### src/rtl/spi_byte_master.sv
// Byte-wide SPI master (mode 0, MSB first) with chip-select ownership and a data-ready level.
// Optional SPI_SLOWCLK_EN adds a `slow` input that selects the SLOW_DIV half-period per byte.
module spi_byte_master #(
  parameter int DIV = 2
`ifdef SPI_SLOWCLK_EN
  ,
  parameter int SLOW_DIV = 64
`endif
) (
  input  logic       clk,
  input  logic       reset_n,
  input  logic       ce,
  input  logic       wr,
  input  logic [7:0] din,
  output logic [7:0] dout,
  output logic       dsr,
  output logic       busy,
  input  logic       cs_wr,
  input  logic       cs_val,
`ifdef SPI_SLOWCLK_EN
  input  logic       slow,
`endif
  output logic       sck,
  output logic       mosi,
  input  logic       miso,
  output logic       cs_n,
  output logic [1:0] fsm_state
);

  // Handshake: wr is a request taken only in IDLE on a ce-qualified edge; acceptance clears dsr
  // and raises busy on that same edge, and busy falls on the edge that raises dsr.
  typedef enum logic [1:0] {IDLE, LOW, HIGH, DONE} state_t;

  state_t     state_q;
  logic [7:0] txreg;
  logic [7:0] rxreg;
  logic [2:0] bitcnt;
  logic [7:0] divcnt;
  logic [7:0] half;
  logic [7:0] start_half;

`ifdef SPI_SLOWCLK_EN
  assign start_half = slow ? 8'(SLOW_DIV) : 8'(DIV);
`else
  // Fixed rate: the reload value is a constant and needs no storage.
  assign start_half = 8'(DIV);
  assign half       = 8'(DIV);
`endif

  assign fsm_state = state_q;

  // The MSB leaves on mosi at load time; only bits 6..0 are shifted out afterwards.
  logic unused_txmsb;
  assign unused_txmsb = txreg[7];

  always_ff @(posedge clk) begin
    if (!reset_n) begin
      state_q <= IDLE;
      txreg   <= 8'h00;
      rxreg   <= 8'h00;
      bitcnt  <= 3'd0;
      divcnt  <= 8'h00;
`ifdef SPI_SLOWCLK_EN
      half    <= 8'(DIV);
`endif
      dout    <= 8'h00;
      dsr     <= 1'b0;
      busy    <= 1'b0;
      sck     <= 1'b0;
      mosi    <= 1'b1;
      cs_n    <= 1'b1;
    end else if (ce) begin
      if (cs_wr) cs_n <= ~cs_val;
      case (state_q)
        IDLE: begin
          if (wr) begin
            txreg   <= din;
            mosi    <= din[7];
            bitcnt  <= 3'd0;
`ifdef SPI_SLOWCLK_EN
            half    <= start_half;
`endif
            divcnt  <= start_half - 8'd1;
            dsr     <= 1'b0;
            busy    <= 1'b1;
            state_q <= LOW;
          end
        end
        LOW: begin
          if (divcnt != 8'd0) begin
            divcnt <= divcnt - 8'd1;
          end else begin
            sck     <= 1'b1;
            rxreg   <= {rxreg[6:0], miso};
            divcnt  <= half - 8'd1;
            state_q <= HIGH;
          end
        end
        HIGH: begin
          if (divcnt != 8'd0) begin
            divcnt <= divcnt - 8'd1;
          end else begin
            sck <= 1'b0;
            if (bitcnt == 3'd7) begin
              state_q <= DONE;
            end else begin
              bitcnt  <= bitcnt + 3'd1;
              txreg   <= txreg << 1;
              mosi    <= txreg[6];
              divcnt  <= half - 8'd1;
              state_q <= LOW;
            end
          end
        end
        DONE: begin
          dout    <= rxreg;
          dsr     <= 1'b1;
          busy    <= 1'b0;
          mosi    <= 1'b1;
          state_q <= IDLE;
        end
        default: state_q <= IDLE;
      endcase
    end
  end

endmodule

### config.mk
export PLATFORM = sky130hd
export DESIGN_NAME = spi_byte_master
export DESIGN_NICKNAME = d
export VERILOG_FILES = /design/src/rtl/spi_byte_master.sv
export SDC_FILE = /design/constraint.sdc
export NUM_CORES = 1
export LEC_CHECK = 0
export CAP_MARGIN = 10
export CORE_MARGIN = 5
export CORE_UTILIZATION = 56
export CTS_BUF_LIST = sky130_fd_sc_hd__clkbuf_4
export DETAILED_ROUTE_END_ITERATION = 12
export HOLD_SLACK_MARGIN = 0.08
export PLACE_DENSITY = 0.82
export SLEW_MARGIN = 20
export SYNTH_ARGS = -nofsm -noshare
export SYNTH_HDL_FRONTEND = slang
export SYNTH_SLANG_ARGS = --single-unit
### constraint.sdc
create_clock -name clk -period 2.31 [get_ports clk]
set_input_delay 0.3465 -clock clk [delete_from_list [all_inputs] [get_ports clk]]
set_output_delay 0.3465 -clock clk [all_outputs]
set_load 0.02 [all_outputs]
# Yosys cells after proc, flatten, opt, wreduce, memory -nomap -nowiden
# Cells that the tools add are included.
# totals
output_inout_bits,15
word_cells,69
reg_bits,41
# classes
addsub,2
muxes,29
n_bitwise,2
eq_ne,9
n_reduce_logical,16
# op_table
operator,count
8-bit two-way mux,4
8-bit case mux with 3 select lines,1
7-bit two-way mux,3
7-bit case mux with 2 select lines,1
4-bit AND reduction,3
5-bit AND reduction,2
3-bit two-way mux,3
2-bit two-way mux,4
2-bit != test (second input constant),4
2-bit case mux with 4 select lines,1
8-bit nonzero test,1
8-bit by 1-bit subtractor with 8-bit output (second input constant),1
1-bit two-way mux,7
1-bit case mux with 2 select lines,3
3-bit case mux with 2 select lines,1
3-bit AND reduction,2
2-bit nonzero test,3
3-bit nonzero test,2
2-bit == test (second input constant),2
2-bit AND reduction,2
3-bit by 1-bit adder with 3-bit output (second input constant),1
3-bit == test (second input constant),1
3-bit != test (second input constant),1
1-bit case mux with 3 select lines,1
3 further kinds,4

# Depth between registers and ports, before layout
# Gate-level depths: netlist of the first run.
# logic_depth
ltp_word,4
mapped_depth,7

# Worst setup path before layout of the first run
# No wires, ideal clock.
# synth_timing
path_type,reg-to-reg
start,register state_q[0] (netlist: fsm_state[0])
end,register txreg[6]
path_buffers,1
required_ns,2.191
setup_ns,0.119
arrival_time_ns,1.852
path_stages_with_launch,8
setup_slack_ns,0.339
path_cell_list,dfxtp_1 inv_1 ha_1 clkbuf_1 nor2b_1 a31oi_1 nor2_2 o221a_2
# synth_between
elab_chain_cells,3
# synth_rtl
element,line,text
from (decl),34,state_t state_q;
from (signal assigned),58,state_q <= IDLE;
from (signal assigned),86,state_q <= LOW;
from (signal assigned),96,state_q <= HIGH;
2-bit == test or 2-bit logical NOT (tied branches),74,case (state_q)
2-bit != test (no source line) or 2-bit nonzero test (tied branches),--,
5-bit AND reduction (no source line),--,
to (signal assigned),77,txreg <= din;
to (signal assigned),108,txreg <= txreg << 1;
to (decl),35,logic [7:0] txreg;
# Several ways; a longest one is shown, not always the timed one.
# A chain may end at the register's enable or synchronous reset.

# Final worst setup path of the first run
# layout_timing
start,register state_q[0] (netlist: fsm_state[0])
end,register mosi
# layout_between
elab_chain_cells,3
# layout_rtl
element,line,text
2-bit == test or 2-bit logical NOT (tied branches),74,
2-bit != test (no source line) or 3-bit nonzero test (tied branches),--,
5-bit AND reduction (no source line),--,
to (signal assigned),78,mosi <= din[7];
to (signal assigned),109,mosi <= txreg[6];
to (decl),24,"output logic mosi,"
# Several ways; a longest one is shown, not always the timed one.

==> results.sh, run 1 <==
export IMPL_required_ps=2550
export IMPL_slew_headroom_pct=66.6
export IMPL_io_pins=30
export IMPL_p_int_uw=996
export IMPL_drive_above_1_share_pct=13.9
export IMPL_routed_wirelength_um=4210
export IMPL_reg2reg_depth=6
export IMPL_critPathTopFamily="simple AND/OR/NAND/NOR gates"
export IMPL_synth_seq_cells=41
export IMPL_vias=1738
export IMPL_netlist_area_um2=2000
export IMPL_tritoncts="yes"
export IMPL_syn_avg_cell_area_um2=9.12
export IMPL_cts_buffer_depth=2
export IMPL_setup_tns_ps=0
export IMPL_critPathKind="reg -> reg"
export IMPL_hold_depth=2
export IMPL_drtPass1Iterations=4
export IMPL_hold_violations=0
export IMPL_yosys_warnings=0
export IMPL_fp_dieW_um=69.7
export IMPL_areaGrowthSynthToFinish_pct=20.2
export IMPL_seq_power_share_pct=53.7
export IMPL_overflow=0
export IMPL_synth_edf_count=0
export IMPL_vias_per_cell=5.83
export IMPL_grt_start_max_net_pins=21
export IMPL_cp_end_kind="flip-flop"
export IMPL_pwr_share_clk_pct=24.8
export IMPL_setup_violations_final=0
export IMPL_yosysUniqueCellTypes=47
export IMPL_io_buffers=29
export IMPL_grt_pass1_wl_um=7270
export IMPL_timing_final_crit_share_pct=88.6
export IMPL_max_freq_mhz=489
export IMPL_syn_inst=219
export IMPL_seq_area_frac_synth_pct=41.1
export IMPL_hold_path_class="reg -> reg"
export IMPL_design_area_um2=2400
export IMPL_hold_buffers=0
export IMPL_ant_nets=0
export IMPL_dp_hpwl_um=3020
export IMPL_cp_slowest_cell="dfxtp_1"
export IMPL_initial_core_util_pct=59.0
export IMPL_slew_violations=0
export IMPL_synth_nets=244
export IMPL_wl_per_cell_um=14.1
export IMPL_status="completed"
export IMPL_ys_dominant_reg_cell="dfxtp_1"
export IMPL_switchingPower_uw=428
export IMPL_die_area_um2=4860
export IMPL_worstMarginPinSlew_ps=496
export IMPL_power_frac_comb_pct=21.5
export IMPL_post_cts_repair_setup_buffers=0
export IMPL_crit_chain="inv_1 > ha_1 > or2b_2 > nand2_1 > o31a_1 > or3_1"
export IMPL_dpl_instance_area_um2=2350
export IMPL_h_tree_depth=2
export IMPL_crit_path_start_kind="flip-flop"
export IMPL_antenna_found_initial=0
export IMPL_post_route_min_period_ps=2050
export IMPL_p_leak_nw=0.899
export IMPL_cts_buffers_inserted=5
export IMPL_core_area_um2=3390
export IMPL_cap_violations=0
export IMPL_power_total_mw=1.42
export IMPL_grt_setup_unrepaired="no"
export IMPL_cts_resized=0
export IMPL_synth_async_reset_ratio_pct=0
export IMPL_cts_sinks=41
export IMPL_grt_usage_pct=17.9
export IMPL_crit_path_max_fanout=10
export IMPL_grt_pass1_vias=1550
export IMPL_slowest_delay_ps=460
export IMPL_num_rows=21
export IMPL_power_density_nw_per_um2=593
export IMPL_dp_slack_ps=303
export IMPL_path_clk_slew_ps=130
export IMPL_clock_skew_final_ps=16.4
export IMPL_gp_congestion=0.836
export IMPL_drt_iter0_drc=117
export IMPL_swShare_pct=30.1
export IMPL_ir_worst_vdd_v=0.000314
export IMPL_final_nets=276
export IMPL_cts_root_buf="clkbuf_4"
export IMPL_die_y_um=69.7
export IMPL_arrival_ps=2280
export IMPL_fin_util_pct=70.8
export IMPL_antenna_cells=0
export IMPL_cp_depth=6
export IMPL_setup_ws_ps=264
export IMPL_drc=0
export IMPL_crit_buf_inv=1
export IMPL_clock_latency_ps=360
-- worst paths after layout --
path           startpoint      end  slack [ps]
max          fsm_state[0]     mosi         260
min               dout[4]  dout[4]         460
max reg2reg  fsm_state[0]     mosi         260
min reg2reg       dout[4]  dout[4]         460
-- through the flow --
step / hold WS [ps] / instances
detailed placement: 447 / 290
finish: 461 / 298
CTS: 464 / 298
global route: 487 / 298
floorplan: 443 / 219
global placement: 441 / 290
-- power groups by stage --
stage / clock, mW / combinational [mW] / sequential (mW)
finish: 0.352 / 0.307 / 0.764
CTS: 0.358 / 0.306 / 0.764
global placement: 0 / 0.301 / 0.779
global route: 0.404 / 0.336 / 0.769
detailed placement: 0 / 0.304 / 0.779
floorplan: 0 / 0.193 / 0.785
-- sequential cells by signal (all words and copies together), names as in the netlist --
register,flops
bitcnt,3
dsr,1
sck,1
cs_n,1
busy,1
divcnt,8
dout,8
fsm_state,2
rxreg,8
mosi,1
txreg,7
-- cell type report --
type                    instances  area (µm²)
fillers                       246         988
well taps                      46        57.6
repair buffers                 37         350
clock inverters                 3        17.5
clock buffers                   5        37.5
flip-flops and latches         41         821
inverters                       9        33.8
multi-input cells             157        1080
-- kinds of logic after synthesis --
family | count (synthesis) | share of synthesized area, %
AND/OR/NAND/NOR | 83 | 22.6
AO/OA/AOI/OAI | 50 | 18.3
flip-flops | 41 | 41.1
buffers and inverters | 21 | 4.70
multiplexers | 14 | 7.01
adder cells (fa/ha/maj) | 10 | 6.26
-- worst min-delay path, cell delays in order, from the launching register on --
cell     delay (ps)
dfxtp_1         330
nand2_1          50
a21oi_1          50
-- per-layer routing --
metal	vias to the layer above	global-route usage (%)	wire length (µm)	part of all wire [%]
met3	9	4.64	261	6.2
li1	869	-	-	-
met1	802	23.8	1980	47
met2	58	28.5	1890	45
met4	0	5.32	77	1.8
met5	-	0	0	0
-- cells in the mapped netlist (all sizes together), types with 4 or more instances --
cell | n | area (µm²)
a21oi | 18 | 90.1
inv | 9 | 33.8
nor4 | 7 | 58.8
o21ai | 6 | 33.8
nand3 | 13 | 65.1
o2bb2ai | 4 | 35.0
o221a | 7 | 78.8
mux2i | 14 | 140
ha | 10 | 125
nor2 | 14 | 55.1
dfxtp | 41 | 821
nand2 | 24 | 90.1
clkbuf | 9 | 33.8
-- layout by cell type (no fill, tap or decap), types with 6 or more instances in the layout --
cell,instances
clkdlybuf4s50_1,29
nor2_1,13
a21oi_1,18
buf_4,8
nand3_1,13
nor4_1,6
mux2i_1,14
inv_1,9
dfxtp_1,41
o221a_2,7
ha_1,10
nand2_1,24
No activity file was read; power rests on OpenSTA's default activity.
==> inputs of run 2 (changes only) <==
- CORE_MARGIN: 5 -> unset
==> results.sh, run 2 (synthesized netlist as in run 1, its figures left out) <==
export IMPL_fp_dieW_um=61.7
export IMPL_grt_use_met3_pct=4.76
export IMPL_power_density_nw_per_um2=633
export IMPL_grt_use_met2_pct=42.2
export IMPL_drt_iter0_drc=92
export IMPL_setup_tns_ps=0
export IMPL_arrival_ps=2330
export IMPL_cts_sinks=41
export IMPL_crit_start="divcnt[0]"
export IMPL_hold_buffers=0
export IMPL_clock_latency_ps=340
export IMPL_multiInputGateArea_um2=1080
export IMPL_cts_buffers_inserted=5
export IMPL_core_area_um2=3390
export IMPL_cts_resized=0
export IMPL_post_route_min_period_ps=2100
export IMPL_timing_final_crit_share_pct=91.1
export IMPL_status="completed"
export IMPL_ant_nets=0
export IMPL_routed_wirelength_um=4330
export IMPL_final_nets=276
export IMPL_slew_headroom_pct=61.0
export IMPL_hold_slack_ps=461
export IMPL_dp_slack_ps=267
export IMPL_worstMarginPinSlew_ps=585
export IMPL_grt_setup_unrepaired="no"
export IMPL_vias_per_cell=5.88
export IMPL_ff_latch_area_um2=821
export IMPL_use_met1_pct=31.2
export IMPL_drtPass1Iterations=4
export IMPL_clock_skew_final_ps=12.5
export IMPL_hold_path_class="reg -> reg"
export IMPL_cts_buffer_depth=2
export IMPL_vias=1751
export IMPL_gp_congestion=0.898
export IMPL_dp_hpwl_um=3080
export IMPL_p_leak_nw=0.910
export IMPL_overflow=0
export IMPL_grt_start_max_net_pins=19
export IMPL_grt_pass1_wl_um=6930
export IMPL_crit_path_start_kind="flip-flop"
export IMPL_r2r_slack_ps=210
export IMPL_setup_ws_ps=205
export IMPL_path_clk_slew_ps=110
export IMPL_required_ps=2540
export IMPL_cap_violations=0
export IMPL_drive_above_1_share_pct=13.9
export IMPL_h_tree_depth=2
export IMPL_reg_top3="divcnt (8), dout (8), rxreg (8)"
export IMPL_crit_path_max_fanout=4
export IMPL_grt_busiest_layer="met2"
export IMPL_io_pins=30
export IMPL_die_area_um2=3810
export IMPL_num_rows=21
export IMPL_drc=0
export IMPL_reg2reg_from="divcnt[0]"
export IMPL_cp_end_kind="flip-flop"
export IMPL_io_buffers=29
export IMPL_ir_worst_vdd_v=0.000306
export IMPL_post_cts_repair_setup_buffers=0
export IMPL_cts_root_buf="clkbuf_4"
export IMPL_min_delay_start="dout[2]"
export IMPL_layout_commonest_cell="dfxtp_1"
export IMPL_antenna_found_initial=0
export IMPL_n_fill_cell=280
export IMPL_critPathKind="reg -> reg"
export IMPL_tritoncts="yes"
export IMPL_grt_pass1_vias=1578
export IMPL_power_total_mw=1.53
export IMPL_wl_per_cell_um=14.5
export IMPL_slew_violations=0
export IMPL_initial_core_util_pct=59.0
export IMPL_grt_usage_pct=24.8
export IMPL_antenna_cells=0
export IMPL_areaGrowthSynthToFinish_pct=21.4
export IMPL_hold_violations=0
export IMPL_max_freq_mhz=475
export IMPL_final_cell_mix="41 x dfxtp_1, 29 x clkdlybuf4s50_1, 24 x nand2_1"
export IMPL_die_y_um=61.7
export IMPL_setup_violations_final=0
run 2: cell count changes in the layout (fill, tap and decap cells not counted), sizes merged:
cell / previous run / this run
clkbuf: 5 / 6
clkinv: 3 / 1
bufinv: 0 / 1
run 2: metal layers:
metal,vias to the layer above,routed length [µm]
met5,-,0
met4,0,53
met3,7,218
met2,64,2090
met1,819,1970
li1,861,-
run 2: cell type report:
type                            instances  area share, %
Clock inverter                          2           1.39
Sequential cell                        41           33.8
Timing Repair Buffer                   37           14.4
Multi-Input combinational cell        157           44.7
Tap cell                               46           2.37
Inverter                                9           1.39
Clock buffer                            6           1.86
run 2: path summary, 6_finish.rpt:
path	endpoint	cells past startpoint
worst max-delay path	fsm_state[0]	6
worst min-delay path	dout[2]	2
worst max register to register	fsm_state[0]	6
worst min register to register	dout[2]	2
run 2: power by group:
group / switching (mW) / internal (mW)
combinational: 0.168 / 0.142
clock: 0.222 / 0.237
sequential: 0.0264 / 0.739
total: 0.416 / 1.12
run 2: per-stage QoR:
| step | util (%) | cells | cell area [µm²] |
|---|---|---|---|
| after floorplan | - | 219 | 2000 |
| after global placement | 69.2 | 290 | 2350 |
| after detailed placement | 69.2 | 290 | 2350 |
| after CTS | 71.5 | 298 | 2420 |
| after global routing | 71.5 | 298 | 2420 |
| final | 71.5 | 298 | 2420 |
run 2: worst max-delay path, stage by stage, from the launching register on:
cell and delay (ps):
dfxtp_1 330, inv_1 110, ha_1 210, or3b_2 510, nor2_1 340, o21ai_0 150
a211oi_1 350
